<file path="src/rtl/seg7_pkg.sv">
// Shared constants for the Basys3 seven-segment scanner: cathode decode table,
// all-off patterns and the scan state encoding.
package seg7_pkg;

  typedef enum logic {DRIVE, GUARD} state_t;

  localparam logic [6:0] SEG_OFF   = 7'h7F;
  localparam logic [6:0] SEG_DASH  = 7'b0111111;
  localparam logic [3:0] ANODE_OFF = 4'b1111;

  // Active-low {g,f,e,d,c,b,a}; entry 15 is the MSB slice, codes 10-15 show a dash.
  localparam logic [15:0][6:0] SEG_TABLE = {
    SEG_DASH, SEG_DASH, SEG_DASH, SEG_DASH, SEG_DASH, SEG_DASH,
    7'b0010000, 7'b0000000, 7'b1111000, 7'b0000010, 7'b0010010,
    7'b0011001, 7'b0110000, 7'b0100100, 7'b1111001, 7'b1000000
  };

endpackage

</file>
<file path="src/rtl/seg7_scan_bcd_to_seg7.sv">
// Combinational BCD to active-low seven-segment decoder.
module bcd_to_seg7
  import seg7_pkg::*;
(
  input  logic [3:0] i_bcd,
  output logic [6:0] o_seg
);

  assign o_seg = SEG_TABLE[i_bcd];

endmodule

</file>
<file path="src/rtl/seg7_scan.sv">
// Four-digit multiplexed seven-segment driver with an all-off guard gap between digits.
// Optional digit blinking is enabled by defining SEG7_BLINK_EN.
module seg7_scan
  import seg7_pkg::*;
#(
  parameter int REFRESH_DIV = 100_000,
  parameter int GUARD_CYC   = 100,
  parameter int BLINK_HALF  = 50_000_000
) (
  input  logic        clk_in,
  input  logic        rst,
  input  logic [15:0] digits,
  input  logic [3:0]  dp_in,
  input  logic [3:0]  blank,
  input  logic [3:0]  blink_mask,
  output logic [3:0]  an,
  output logic [6:0]  seg,
  output logic        dp
);

  localparam int RW = (REFRESH_DIV > 1) ? $clog2(REFRESH_DIV) : 1;
  localparam int GW = (GUARD_CYC > 1) ? $clog2(GUARD_CYC) : 1;
  localparam logic [RW-1:0] REF_LAST = RW'(REFRESH_DIV - 1);
  localparam logic [GW-1:0] GRD_LAST = GW'((GUARD_CYC > 0) ? GUARD_CYC - 1 : 0);

  state_t        r_state;
  logic [1:0]    r_idx;
  logic [RW-1:0] r_refCnt;
  logic [GW-1:0] r_grdCnt;
  logic [3:0]    w_bcd;
  logic [6:0]    w_seg;
  logic          w_blinkHide;

  assign w_bcd = digits[{r_idx, 2'b00} +: 4];

  bcd_to_seg7 u_dec (
    .i_bcd (w_bcd),
    .o_seg (w_seg)
  );

`ifdef SEG7_BLINK_EN
  localparam int BW = (BLINK_HALF > 1) ? $clog2(BLINK_HALF) : 1;
  localparam logic [BW-1:0] BLINK_LAST = BW'(BLINK_HALF - 1);

  logic [BW-1:0] r_blinkCnt;
  logic          r_blinkOn;

  // Free-running blink phase, deliberately not aligned to the scan frame.
  always_ff @(posedge clk_in or posedge rst) begin
    if (rst) begin
      r_blinkCnt <= '0;
      r_blinkOn  <= 1'b1;
    end else if (r_blinkCnt == BLINK_LAST) begin
      r_blinkCnt <= '0;
      r_blinkOn  <= ~r_blinkOn;
    end else begin
      r_blinkCnt <= r_blinkCnt + BW'(1);
    end
  end

  assign w_blinkHide = ~r_blinkOn & blink_mask[r_idx];
`else
  logic w_unusedBlink;
  assign w_unusedBlink = ^{blink_mask, 1'(BLINK_HALF)};
  assign w_blinkHide   = 1'b0;
`endif

  always_ff @(posedge clk_in or posedge rst) begin
    if (rst) begin
      r_state  <= DRIVE;
      r_idx    <= 2'd0;
      r_refCnt <= '0;
      r_grdCnt <= '0;
      an       <= ANODE_OFF;
      seg      <= SEG_OFF;
      dp       <= 1'b1;
    end else begin
      case (r_state)
        DRIVE: begin
          an  <= (blank[r_idx] | w_blinkHide) ? ANODE_OFF : ~(4'b0001 << r_idx);
          seg <= w_seg;
          dp  <= w_blinkHide | ~dp_in[r_idx];
          if (r_refCnt == REF_LAST) begin
            r_refCnt <= '0;
            // With no guard interval the next digit follows immediately.
            if (GUARD_CYC == 0) r_idx   <= r_idx + 2'd1;
            else                r_state <= GUARD;
          end else begin
            r_refCnt <= r_refCnt + RW'(1);
          end
        end
        GUARD: begin
          an  <= ANODE_OFF;
          seg <= SEG_OFF;
          dp  <= 1'b1;
          if (r_grdCnt == GRD_LAST) begin
            r_grdCnt <= '0;
            r_idx    <= r_idx + 2'd1;
            r_state  <= DRIVE;
          end else begin
            r_grdCnt <= r_grdCnt + GW'(1);
          end
        end
        default: r_state <= DRIVE;
      endcase
    end
  end

endmodule

</file>
<file path="config.mk">
export PLATFORM = sky130hd
export DESIGN_NAME = seg7_scan
export DESIGN_NICKNAME = d
export VERILOG_FILES = /design/src/rtl/seg7_pkg.sv /design/src/rtl/seg7_scan_bcd_to_seg7.sv /design/src/rtl/seg7_scan.sv
export SDC_FILE = /design/constraint.sdc
export NUM_CORES = 1
export LEC_CHECK = 0
export ABC_AREA = 1
export BUFFER_PORTS_ARGS = -buffer_cell sky130_fd_sc_hd__buf_2
export CORE_ASPECT_RATIO = 0.5
export CORE_MARGIN = 2
export CORE_UTILIZATION = 55
export CTS_CLUSTER_DIAMETER = 120
export DETAILED_ROUTE_END_ITERATION = 6
export PLACE_DENSITY_LB_ADDON = 0.15
export SLEW_MARGIN = 10
export SYNTH_ARGS = -nofsm -noshare
export SYNTH_HDL_FRONTEND = slang
export SYNTH_SLANG_ARGS = --single-unit
</file>
<file path="constraint.sdc">
create_clock -name clk_in -period 1.6 [get_ports clk_in]
set_input_delay 0.24 -clock clk_in [delete_from_list [all_inputs] [get_ports clk_in]]
set_output_delay 0.24 -clock clk_in [all_outputs]
set_load 0.01 [all_outputs]
</file>
**Word level (Yosys, flattened, before mapping)**

Memories as Yosys holds them, arrays and structs flattened.
Cells that the tools add are included.

- Output and inout port bits: 12
- Memories: 1
- Flip-flop bits (word level): 39
- Logic and storage cells: 35
- Bits of input ports: 30
- Memory bits (read-only): 112

Memory list:

| name | depth | bits a word | rd ports | clocked after Yosys merged registers in | write ports | RTL line | source |
|---|---|---|---|---|---|---|---|
| (name not given) | 16 | 7 | 1 | 0 | 0 | seg7_scan_bcd_to_seg7.sv:9 | `assign o_seg = SEG_TABLE[i_bcd];` |

- Equal/unequal tests: 2
- Order comparisons: 2
- $add $sub $neg: 3
- Bitwise logic cells: 3
- Reduce and logical (&&, ||, !) cells: 1
- Multiplexer cells: 14
- Shift-type cells: 2

Operators with widths:

| cell | count |
|---|---|
| adder 17 x 1 -> 17 bit (second input constant) | 1 |
| == test 17 bit (second input constant) | 1 |
| 2-to-1 mux 17 bit | 1 |
| indexed part select 16 x 5 -> 4 bit | 1 |
| 2-to-1 mux 7 bit | 2 |
| one-hot mux 7 bit (2 select lines) | 1 |
| one-hot mux 4 bit (2 select lines) | 1 |
| adder 7 x 1 -> 7 bit (second input constant) | 1 |
| == test 7 bit (second input constant) | 1 |
| < comparator 4 x 5 -> 1 bit (second input constant) | 1 |
| binary-select mux 1 bit (select 2 bit) | 2 |
| 2-to-1 mux 1 bit | 4 |
| 2-to-1 mux 4 bit | 1 |
| inverter 4 bit | 1 |
| one-hot mux 1 bit (2 select lines) | 2 |
| left shift 1 x 2 -> 4 bit (first input constant) | 1 |
| < comparator 2 x 3 -> 1 bit (second input constant) | 1 |
| adder 2 x 1 -> 2 bit (second input constant) | 1 |
| inverter 1 bit | 2 |
| AND reduction 2 bit | 1 |

**Logic depth before layout (Yosys ltp)**

Gate-level depths: netlist of the first run.

- Word-level depth: 4
- Depth in mapped cells: 11
- Depth with buffers taken out: 10

**Modules after synthesis**

Synthesis of the first run repeated with hierarchy kept, for this count alone.

- Cell total of the unflattened synthesis: 299
- Area total of the unflattened synthesis: 2316.0 um^2

By module, submodules not included:

| module | times used | area each (um^2) | seq. area each (um^2) | cells each |
|---|---|---|---|---|
| seg7_scan | 1 | 2128.3 | 991.0 | 264 |
| bcd_to_seg7 | 1 | 187.7 | 0.0 | 35 |

**Worst setup path before layout of the first run**

OpenSTA, ideal clock, no wires.

- Path kind: register to register
- From: reg r_idx[0]
- To: reg seg[5]
- Period minus slack after synthesis: 1.472 ns
- Path buffers: 1
- Path slack: 0.128 ns
- Arrival: 1.378 ns
- Data required time: 1.506 ns
- Library setup time: 0.094 ns
- Cell stages (with the launch flop): 11
- Cells stage by stage: dfrtp_1 inv_2 buf_6 nand2_1 nand3_1 nand2_1 inv_1 ha_1 nand3b_1 nand3_1 nand3_1

- Longest elaborated chain between the ends: 4

Ends and longest elaborated chain:

| what | RTL line | source |
|---|---|---|
| start: declaration | seg7_scan.sv:27 | `logic [1:0] r_idx;` |
| start signal: assignment | seg7_scan.sv:86 | `if (GUARD_CYC == 0) r_idx <= r_idx + 2'd1;` |
| start signal: assignment | seg7_scan.sv:98 | `r_idx <= r_idx + 2'd1;` |
| indexed part select 16 x 5 -> 4 bit | seg7_scan.sv:34 | `assign w_bcd = digits[{r_idx, 2'b00} +: 4];` |
| memory read (16 x 7 bit) | n/a |  |
| 2-to-1 mux 7 bit (not written as such) | seg7_scan_bcd_to_seg7.sv:9 |  |
| one-hot mux 7 bit (2 select lines) | seg7_scan.sv:78 | `case (r_state)` |
| end signal: assignment | seg7_scan.sv:81 | `seg <= w_seg;` |
| end: declaration | seg7_scan.sv:17 | `output logic [6:0] seg,` |

Every way passes these cells. The select of a mux whose other input is x is not followed.
A chain may end at the register's enable or synchronous reset.

**Final worst setup path of the first run**

- From: reg r_refCnt[0]
- To: reg r_refCnt[5]

- Longest elaborated chain between the ends: 2
- Elaborated cells between the ends (all ways): 3
- Classes of those cells: add/sub: 1; eq/ne: 1; mux: 1

Ends and longest elaborated chain:

| what | RTL line | source |
|---|---|---|
| start: declaration | seg7_scan.sv:28 | `logic [RW-1:0] r_refCnt;` |
| start signal: assignment | seg7_scan.sv:89 | `r_refCnt <= r_refCnt + RW'(1);` |
| adder 17 x 1 -> 17 bit or == test 17 bit (tied branches) | seg7_scan.sv:89, seg7_scan.sv:83 |  |
| 2-to-1 mux 17 bit (*) | seg7_scan.sv:83 | `if (r_refCnt == REF_LAST) begin` |

Every way passes the cells marked *; elsewhere a longest branch is shown, timed or not.

==> results of run 1 <==
==> state kept, by name, summed over array words and instances, names as in the netlist <==
register	count
seg	7
dp	1
r_idx	2
an	4
r_state	1
r_refCnt	17
r_grdCnt	7
==> layer usage <==
metal	share of wire (%)	routed length, um	GRT usage [%]
met1	46	2070	26.6
met5	0	0	0
met4	1.2	55	5.71
met2	49	2190	38.1
met3	4.1	183	6.42
==> area by class of cell <==
type	count	area (um^2)	share of cell area, %
Timing Repair Buffer	50	298	10.9
Multi-Input combinational cell	207	1150	42.1
Sequential cell	39	992	36.3
Clock inverter	3	23.8	0.869
Tap cell	54	67.6	2.47
Clock buffer	5	68.8	2.51
Inverter	35	134	4.89
==> per-stage QoR <==
stage	cell area, um^2	total power, W	utilization [%]
after floorplan	2300	0.00112	-
after global placement	2600	0.00118	65.5
after detailed placement	2600	0.00119	65.5
after CTS	2700	0.00189	68.1
after global routing	2740	0.00196	69.0
final	2740	0.00187	69.0
==> power by group through the flow <==
stage	clock network [W]	logic [W]	registers, W
4_1_cts	0.000716	0.000152	0.00102
5_1_grt	0.000765	0.000175	0.00102
6_report	0.000700	0.000153	0.00102
3_3_place_gp	0	0.000144	0.00104
2_1_floorplan	0	0.0000687	0.00105
3_5_place_dp	0	0.000150	0.00104
==> kinds of logic after synthesis <==
logic type,count (synthesis),share of synthesized area [%]
compound gates,19,4.73
xor+xnor,8,3.05
buf+inv,41,7.61
flops,39,43.1
simple gates,167,34.6
mux,1,0.435
fa+ha+maj,12,6.53
==> timing repair <==
| action | in CTS | in global routing |
|---|---|---|
| hold buffers | 1 | 0 |
| gates resized for setup | 0 | 6 |
| endpoints found under the hold margin | 9 | 0 |
| buffers inserted | 0 | 2 |
| endpoints found under the setup margin | 0 | 14 |
==> worst min-delay path by stage <==
| stage | startpoint | to | slack, ps | cells past startpoint |
|---|---|---|---|---|
| floorplan | rst | r_grdCnt[0]$_DFFE_PP0P_ | 440 | 1 |
| global placement | rst | r_refCnt[15]$_DFFE_PP0N_ | 270 | 2 |
| detailed placement | rst | r_refCnt[15]$_DFFE_PP0N_ | 270 | 2 |
| CTS | dp_in[0] | dp$_DFF_PP1_ | 260 | 4 |
| global route | dp_in[0] | dp$_DFF_PP1_ | 290 | 4 |
| finish | dp_in[0] | dp$_DFF_PP1_ | 280 | 4 |
==> worst max-delay path: stages (launching register included) <==
cell and delay [ps]:
dfrtp_1 390, ha_1 230, nand2_1 120, nor3_2 200
nand3_2 180, inv_2 140, nor2_1 60
==> cell usage in the layout (no fill, tap or decap), types with 5 or more instances in the layout <==
cell	instances
nand2_1	68
nand3_2	6
buf_4	11
nand3_1	33
dfrtp_1	26
nor2_1	30
ha_1	12
clkbuf_8	5
a21oi_1	5
o21ai_0	7
inv_1	30
nand2_2	6
xor2_1	5
nand4_1	5
dfstp_2	12
buf_2	37
==> results.md, run 1 <==
* Status: finished, final reports clean
* Yosys cell types at 36
* Overflow after GRT at 0
* Antenna violations before repair at 0
* Syn avg cell area at approximately 8 um^2
* Yosys top cell area share at between 20 and 30%
* Cell Rows at 16
* Vias/cell at approximately 5
* Synth cell count leaders: 69 x nand2_1, 35 x nand3_1, 30 x inv_1, 30 x nor2_1, 27 x dfrtp_1
* Seq/Total Area, Yosys at 43.1%
* Final clock skew at 4.29 ps
* PortBufs at 37
* Sequential power share at 54.4%
* Cell taking the most area after synthesis: dfrtp_1
* Tcrit/Tclk final at between 80% and 90%
* Vias at between 1500 and 2000
* R2R setup slack at ~180 ps
* Global-route wire length before repair at about 8000 um
* Die Width at 95.5 um
* Crit path launch: r_refCnt[0]$_DFFE_PP0N_
* Pins over their slew limit at 0
* WL/cell at about 11 um
* Worst rel slew slack at between 60% and 70%
* Fmax at approximately 700 MHz
* Combinational share of power at between 8 and 9%
* Net switching fraction of the power at ~25%
* # IOs at 42
* WS Path Type: flip-flop to flip-flop
* Fin crit period at around 1400 ps
* Cell Area, Synth at 0.00230 mm^2
* Top-count cell post-synth: nand2_1
* Largest net degree at the start of global routing at 22
* FF+latch count, synth at 39
* Post-Layout Cell Count at a little under 400
* Total detailed-routing wirelength at approximately 4500 um
* DRC Markers at 0
* Worst Tran Pin Value at around 480 ps
* Synthesis-to-layout area growth at 18.9%
* Leak at 1.40 nW
* CTS buffer count at 5
* Iter 0 DRT Violations at between 70 and 80
* Area contributors post-synth: dfrtp_1 29%, dfstp_2 14%, nand2_1 11%, nand3_1 7.6%, ha_1 6.5%
* Detail Placement HPWL at around 3400 um
* Max rail drop VDD at 0.000310 V
* Final setup TNS at 0 ps
* Pre-CTS setup slack at 79.2 ps
* Post-synth EDFFs at 0
* Total track usage at between 20 and 25%
* CP startpoint kind: flip-flop
* Mapped Nets at 329
* Clk_lat worst skew at about 300 ps
* Setup violations, final at 0
* RSZ-0062 raised after global routing: false
* Arrival @ worst endpoint at roughly 1600 ps
* Worst R2R Start: r_refCnt[0]$_DFFE_PP0N_
* Diode count at 0
* Htree depth at 2
* DR pass1 iterations at 5
* Die H at between 40 and 50 um
* Hold Crit Class: input pin to flip-flop
* Share of flip-flops with an asynchronous set or reset at 100%
* Synth Warn # at 0
* CTS clk-pin slew, worst paths at roughly 80 ps
* Final hold violation count at 0
* Hold Slack at 284 ps
* Reg-to-reg endpoint: r_refCnt[5]$_DFFE_PP0N_
* Fill count at 340
* Synth Flop Type: dfrtp_1
* Clk root buf: clkbuf_8
* Int Power at 0.00139 W
* Nets at 380
* Area of the die at about 0.0047 mm^2
* Mapped Cells at about 290
* Final worst setup slack at roughly 180 ps
* Pwr per Cell Area at between 600 and 700 mW/mm^2
* Layout cell share with drive strength beyond 1 at between 20 and 30%
* Core area at around 0.004 mm^2
* Final ANT Viol Nets at 0
* Worst R2R Path Depth at 6
* Gp weighted congestion at 0.842
* CTS sink cnt at 39
* Worst setup path end: r_refCnt[5]$_DFFE_PP0N_
* Sw Pwr at ~0.00048 W
* CP required at ~1800 ps
* Worst Path Max Fanout at 6
* Endpoint type of the worst setup path: flip-flop
* Clock Power Share at about 37%
* MaxCap Viol Count at 0
* CTS tree: done
* Clock buffer depth at 2
* Vias in the first global route at roughly 1900
* Starting Density at 58.0%
* Cell total after placement at 382
Note: power is estimated with default switching activity, not from simulation.
==> run 2, diff against run 1 <==
- CORE_UTILIZATION: 55 -> 56
- SYNTH_HIERARCHICAL: default -> 1
==> run 2 against run 1 <==
Against the previous run: the run now ends with negative setup slack left; synthesized cell count increased by 4.2%; critical path depth increased by 2; first-iteration DRC count increased by 32%; die area decreased by 1.1%; count of clock-buffer cells in the layout increased by 1; fmax decreased by 21%; cell area increased by 9.6%; critical endpoint is now seg[2]$_DFF_PP1_; highest routed layer unchanged.
==> results.md, run 2 <==
* Syn avg cell area at about 7.7 um^2
* Starting Density at between 50% and 60%
* Yosys top cell area share at between 20% and 30%
* Mapped Cells at ~300
* Synth cell count leaders: 62 x nand2_1, 47 x nor2_1, 37 x inv_1
* DR pass1 iterations at 4
* Post-placement cell area at approximately 0.0027 mm^2
* Overflow after GRT at 0
* CP startpoint kind: flip-flop
* CTS buffer count at 5
* Reg-to-reg endpoint: seg[2]$_DFF_PP1_
* Worst R2R Start: r_idx[0]$_DFFE_PP0P_
* Worst Tran Pin Value at ~480 ps
* Seq/Total Area, Yosys at 42.8%
* Total detailed-routing wirelength at roughly 5700 um
* Global-route wire length before repair at around 8500 um
* Gp weighted congestion at a little under 0.9
* Total track usage at 23.6%
* Core area at 0.00394 mm^2
* Top-count cell post-synth: nand2_1
* Reg area at 993 um^2
* Pre-CTS setup slack at -153 ps
* Final ANT Viol Nets at 0
* Pwr per Cell Area at between 600 and 700 mW/mm^2
* Antenna violations before repair at 0
* Area occupied by multi-input gates at roughly 0.0013 mm^2
* Clk root buf: clkbuf_8
* Final clock skew at 2.04 ps
* CTS tree: done
* Most common cell after layout, fill and taps aside: nand2_1
* Die Width at about 95 um
* Post-synth EDFFs at 0
* Fill count at 251
* Cell Rows at 16
* MaxCap Viol Count at 0
* Fin crit period at between 1500 and 2000 ps
* Most flops, register: r_refCnt
* Largest net degree at the start of global routing at 40
* Share of flip-flops with an asynchronous set or reset at 100%
* Final hold violation count at 0
* Yosys cell types at 32
* Arrival @ worst endpoint at just over 2000 ps
* Die H at a little under 50 um
* R2R setup slack at -190 ps
* RSZ-0062 raised after global routing: true
* Synthesis-to-layout area growth at 29.6%
* PortBufs at 37
* Max reg flops at 17
* DRC Markers at 0
* Tcrit/Tclk final at 112%
* Nets at 395
* Worst Path Max Fanout at 8
* Final cell area excluding filler cells at about 0.003 mm^2
* Failing checks: negative setup slack
* Diode count at 0
* CTS clk-pin slew, worst paths at around 80 ps
* Detail Placement HPWL at roughly 3500 um
* Vias at between 2000 and 2500
* CP required at roughly 1800 ps
* Worst setup path end: seg[2]$_DFF_PP1_
* Clk_lat worst skew at around 300 ps
* Iter 0 DRT Violations at 94
* Max rail drop VDD at ~0.00034 V
* Synth Flop Type: dfrtp_1
* Clock buffer depth at 2
* Power Total at between 0.0015 and 0.002 W
* Pins over their slew limit at 0
* Setup violations, final at 7
* Endpoint type of the worst setup path: flip-flop
* Area of the die at between 0.004 and 0.005 mm^2
* Worst rel slew slack at between 60% and 70%
* Commonest non-fill, non-tap cells in the layout: 58 x nand2_1, 42 x nor2_1, 37 x buf_2, 30 x inv_1, 25 x dfrtp_1
* Vias/cell at approximately 5.3
* Status: finished with violations
* FF+latch count, synth at 39
* CTS sink cnt at 39
* Htree depth at 2
* Cell Area, Synth at 0.00232 mm^2
* Largest registers: r_refCnt x17, r_grdCnt x7, seg x7
* Synth Warn # at 6
* Cell taking the most area after synthesis: dfrtp_1
* Fmax at roughly 560 MHz
* Final Core Density at between 70% and 80%
* Hold Crit Class: input pin to async pin
* WL/cell at 14.0 um
* Vias in the first global route at 2008
* Final worst setup slack at -190 ps
* Crit path launch: r_idx[0]$_DFFE_PP0P_
* # IOs at 42
* Leak at about 1.5 nW
* Mapped Nets at 340
* Layout cell share with drive strength beyond 1 at 37.2%
* Area contributors post-synth: dfrtp_1 29%, dfstp_2 14%, nand2_1 10%, nor2_1 7.6%, inv_1 6.0%
* WS Path Type: flip-flop to flip-flop
* Worst R2R Path Depth at 8
[run 2: power by group]
part           total, W  switching, W  internal, W  leakage [nW]
Clock          0.000733      0.000381     0.000352        0.0474
Sequential      0.00102    0.00000375      0.00101         0.486
Combinational  0.000207      0.000116    0.0000915         0.997
Total           0.00196      0.000501      0.00146          1.53
[run 2: final cells by class]
| class | instances | area share (%) |
|---|---|---|
| multi-input combinational | 213 | 44.9 |
| sequential | 39 | 33.1 |
| timing repair buffer | 54 | 10.9 |
| tap | 54 | 2.25 |
| clock inverter | 2 | 0.542 |
| inverter | 41 | 5.55 |
| clock buffer | 6 | 2.75 |
[run 2: layer usage]
layer | GRT usage, % | vias to the layer above | routed length [um]
li1 | - | 1056 | -
met4 | 9.90 | 0 | 182
met1 | 28.2 | 1028 | 2480
met3 | 4.89 | 22 | 294
met5 | 0 | - | 0
met2 | 41.5 | 78 | 2780
[run 2: worst max-delay path, stage by stage, from the launching register on]
cell and delay [ps]:
dfrtp_2 470, clkinv_4 140, buf_4 130, o21ai_1 80, o22ai_2 290, inv_2 140, nand3_1 130, nand2_1 70
or2_2 270
[run 2: metrics by stage]
stage               hold slack (ps)  setup TNS (ps)  std cells
floorplan                       434            -349        299
global placement                370            -565        392
detailed placement              377            -716        392
CTS                            47.0            -555        403
global route                   78.3           -1330        409
finish                         35.9            -966        409
[run 2: worst min-delay path by stage]
stage | to | slack (ps) | cells past startpoint
floorplan | dp$_DFF_PP1_ | 430 | 3
global placement | r_refCnt[13]$_DFFE_PP0N_ | 370 | 3
detailed placement | r_refCnt[12]$_DFFE_PP0N_ | 380 | 3
CTS | r_state$_DFF_PP0_ | 50 | 3
global route | r_refCnt[12]$_DFFE_PP0N_ | 80 | 3
finish | r_refCnt[12]$_DFFE_PP0N_ | 40 | 3
[run 2: timing repair]
item / in CTS / in global routing
gates resized for setup: 15 / 31
pin swaps: 7 / 14
setup endpoints to repair: 7 / 7
hold buffers: 0 / 0
buffers inserted: 3 / 6
[run 2: kinds of logic (layout without fill, tap and decap cells)]
logic type                 Yosys count  in the layout  share of synthesized area [%]
and+or+nand+nor                    163            163                           32.1
AOI/OAI and AO/OA                   30             30                           7.40
buffers and inverters               47            103                           8.27
xor gates and xnor gates             8              8                           3.03
DFF                                 39             39                           42.8
adders and majority gates           11             11                           5.94
muxes                                1              1                          0.432
==> run 3, diff against run 2 <==
- PLACE_DENSITY: default -> 0.8
- PLACE_DENSITY_LB_ADDON: 0.15 -> default
==> run 3 against run 2 <==
Against the previous run: the flow still finishes with violations (negative setup slack); flip-flop and latch count stayed put; cell count stayed put; first-iteration DRC count is 3.2% higher; hold slack better by 15 ps; register-to-register slack better by 70 ps; critical endpoint is now seg[4]$_DFF_PP1_; power is 1.9% lower; combinational power is 13% lower; utilization is 1.6 points lower.
==> results.md, run 3 (same netlist as run 2, synthesis figures left out) <==
* WL/cell at 12.5 um
* Worst Tran Pin Value at about 470 ps
* Final hold violation count at 0
* Reg-to-reg endpoint: seg[4]$_DFF_PP1_
* Area occupied by multi-input gates at 0.00130 mm^2
* Die Width at between 90 and 100 um
* Area of the die at around 0.0047 mm^2
* R2R setup slack at -120 ps
* Final ANT Viol Nets at 0
* DR pass1 iterations at 4
* Final clock skew at around 3.2 ps
* Htree depth at 2
* Final worst setup slack at -123 ps
* Overflow after GRT at 0
* Global-route wire length before repair at between 8000 and 9000 um
* Most common cell after layout, fill and taps aside: nand2_1
* Clk root buf: clkbuf_8
* CTS buffer count at 5
* CTS tree: done
* Pwr per Cell Area at 654 mW/mm^2
* Detail Placement HPWL at 3620 um
* Reg area at approximately 990 um^2
* PortBufs at 37
* WS Path Type: flip-flop to flip-flop
* Total track usage at ~22%
* Failing checks: negative setup slack
* Die H at 49.5 um
* Tcrit/Tclk final at 108%
* Bufs and invs on worst path at 3
* Hold Buf Count CTS at 0
* Layout cell share with drive strength beyond 1 at 36.1%
* Max reg flops at 17
* CTS sink cnt at 39
* Cell Rows at 16
* Vias in the first global route at 2030
* DRC Markers at 0
* CP max stage cell: dfrtp_2
* Worst R2R Start: r_idx[0]$_DFFE_PP0P_
* Leak at 1.52 nW
* Nets at 395
* # IOs at between 40 and 50
* Delay-heaviest family, CP: buffers and inverters
* Largest net degree at the start of global routing at 40
* Synthesis-to-layout area growth at 26.8%
* Pre-CTS setup slack at -156 ps
* Antenna violations before repair at 0
* Total detailed-routing wirelength at 5120 um
* Starting Density at slightly below 60%
* Core area at between 0.003 and 0.004 mm^2
* Status: finished with violations
* Critical path's largest stage delay at about 450 ps
* Clock buffer depth at 2
* MaxCap Viol Count at 0
* Fin crit period at 1720 ps
* CP required at about 1800 ps
* Max rail drop VDD at 0.000373 V
* Worst rel slew slack at between 60% and 70%
* Iter 0 DRT Violations at 97
* Setup violations, final at 7
* Hold Crit Class: input pin to async pin
* Gp weighted congestion at 0.868
* Vias/cell at slightly above 5
* CTS clk-pin slew, worst paths at ~80 ps
* Endpoint type of the worst setup path: flip-flop
* CP startpoint kind: flip-flop
* Largest registers: r_refCnt x17, r_grdCnt x7, seg x7
* Clk_lat worst skew at about 300 ps
* Worst R2R Path Depth at 8
* Arrival @ worst endpoint at ~2000 ps
* Worst Path Max Fanout at 7
* Fill count at approximately 290
* Final setup TNS at -650 ps
* Fmax at between 500 and 600 MHz
* Most flops, register: r_refCnt
* Worst-path cell chain: clkinv_4, buf_4, o21ai_0, o22ai_2, buf_4, nand2_1, nand2_1, or2_2
* Commonest non-fill, non-tap cells in the layout: 60 x nand2_1, 42 x nor2_1, 37 x buf_2, 31 x inv_1, 25 x dfrtp_1
* Pins over their slew limit at 0
* Vias at between 2000 and 2500
* RSZ-0062 raised after global routing: true
* Diode count at 0
-- run 3: changes by cell type in the layout (fill, tap and decap cells not counted), moves of 2 or more --
cell,before,now
or2_2,2,6
buf_4,13,16
buf_6,4,1
or2_4,5,1
nand2_1,58,60
ha_4,4,2
-- run 3: power breakdown --
group | leakage (nW) | switching, W | internal (W)
clock network | 0.0474 | 0.000369 | 0.000352
registers | 0.486 | 0.00000374 | 0.00101
logic | 0.984 | 0.0000992 | 0.0000822
total | 1.52 | 0.000472 | 0.00145
-- run 3: how the worst max path moves through the flow --
| stage | cells after the start | slack [ps] | startpoint | endpoint |
|---|---|---|---|---|
| after floorplan | 11 | -110 | r_idx[0]$_DFFE_PP0P_ | seg[0]$_DFF_PP1_ |
| after global placement | 10 | -110 | r_idx[0]$_DFFE_PP0P_ | seg[0]$_DFF_PP1_ |
| after detailed placement | 10 | -160 | r_idx[0]$_DFFE_PP0P_ | seg[0]$_DFF_PP1_ |
| after CTS | 10 | -80 | r_idx[0]$_DFFE_PP0P_ | seg[0]$_DFF_PP1_ |
| after global routing | 7 | -230 | r_idx[0]$_DFFE_PP0P_ | seg[5]$_DFF_PP1_ |
| final | 8 | -120 | r_idx[0]$_DFFE_PP0P_ | seg[4]$_DFF_PP1_ |
-- run 3: final cells by class --
| class | instances | area share (%) |
|---|---|---|
| clock inverter | 2 | 0.554 |
| clock buffer | 6 | 2.81 |
| sequential | 39 | 33.8 |
| timing repair buffer | 54 | 10.8 |
| tap | 54 | 2.30 |
| multi-input combinational | 213 | 44.1 |
| inverter | 41 | 5.58 |
-- run 3: tightest hold or removal path, stage by stage --
cell	delay [ps]
buf_2	90
inv_1	50
buf_4	410
-- run 3: what timing repair did --
action / 4_1_cts / 5_1_grt
resized for setup: 17 / 11
buffers inserted: 1 / 4
endpoints found under the setup margin: 7 / 7
pin swaps: 6 / 3
-- run 3: routing by layer --
metal	up-vias	wire (um)	track usage, %
met2	54	2650	41.6
met1	997	2160	26.2
met4	0	126	9.42
li1	1058	-	-
met5	-	0	0
met3	16	180	3.06
-- run 3: through the flow --
stage                     hold WS, ps  total power, W  util [%]  cells  instance area [um^2]
after floorplan                   434         0.00113         -    299                  2400
after global placement            367         0.00119      68.4    396                  2700
after detailed placement          396         0.00120      68.4    396                  2700
after CTS                        67.7         0.00193      72.6    405                  2860
after global routing             90.3         0.00200      74.5    409                  2940
final                            50.7         0.00192      74.5    409                  2940
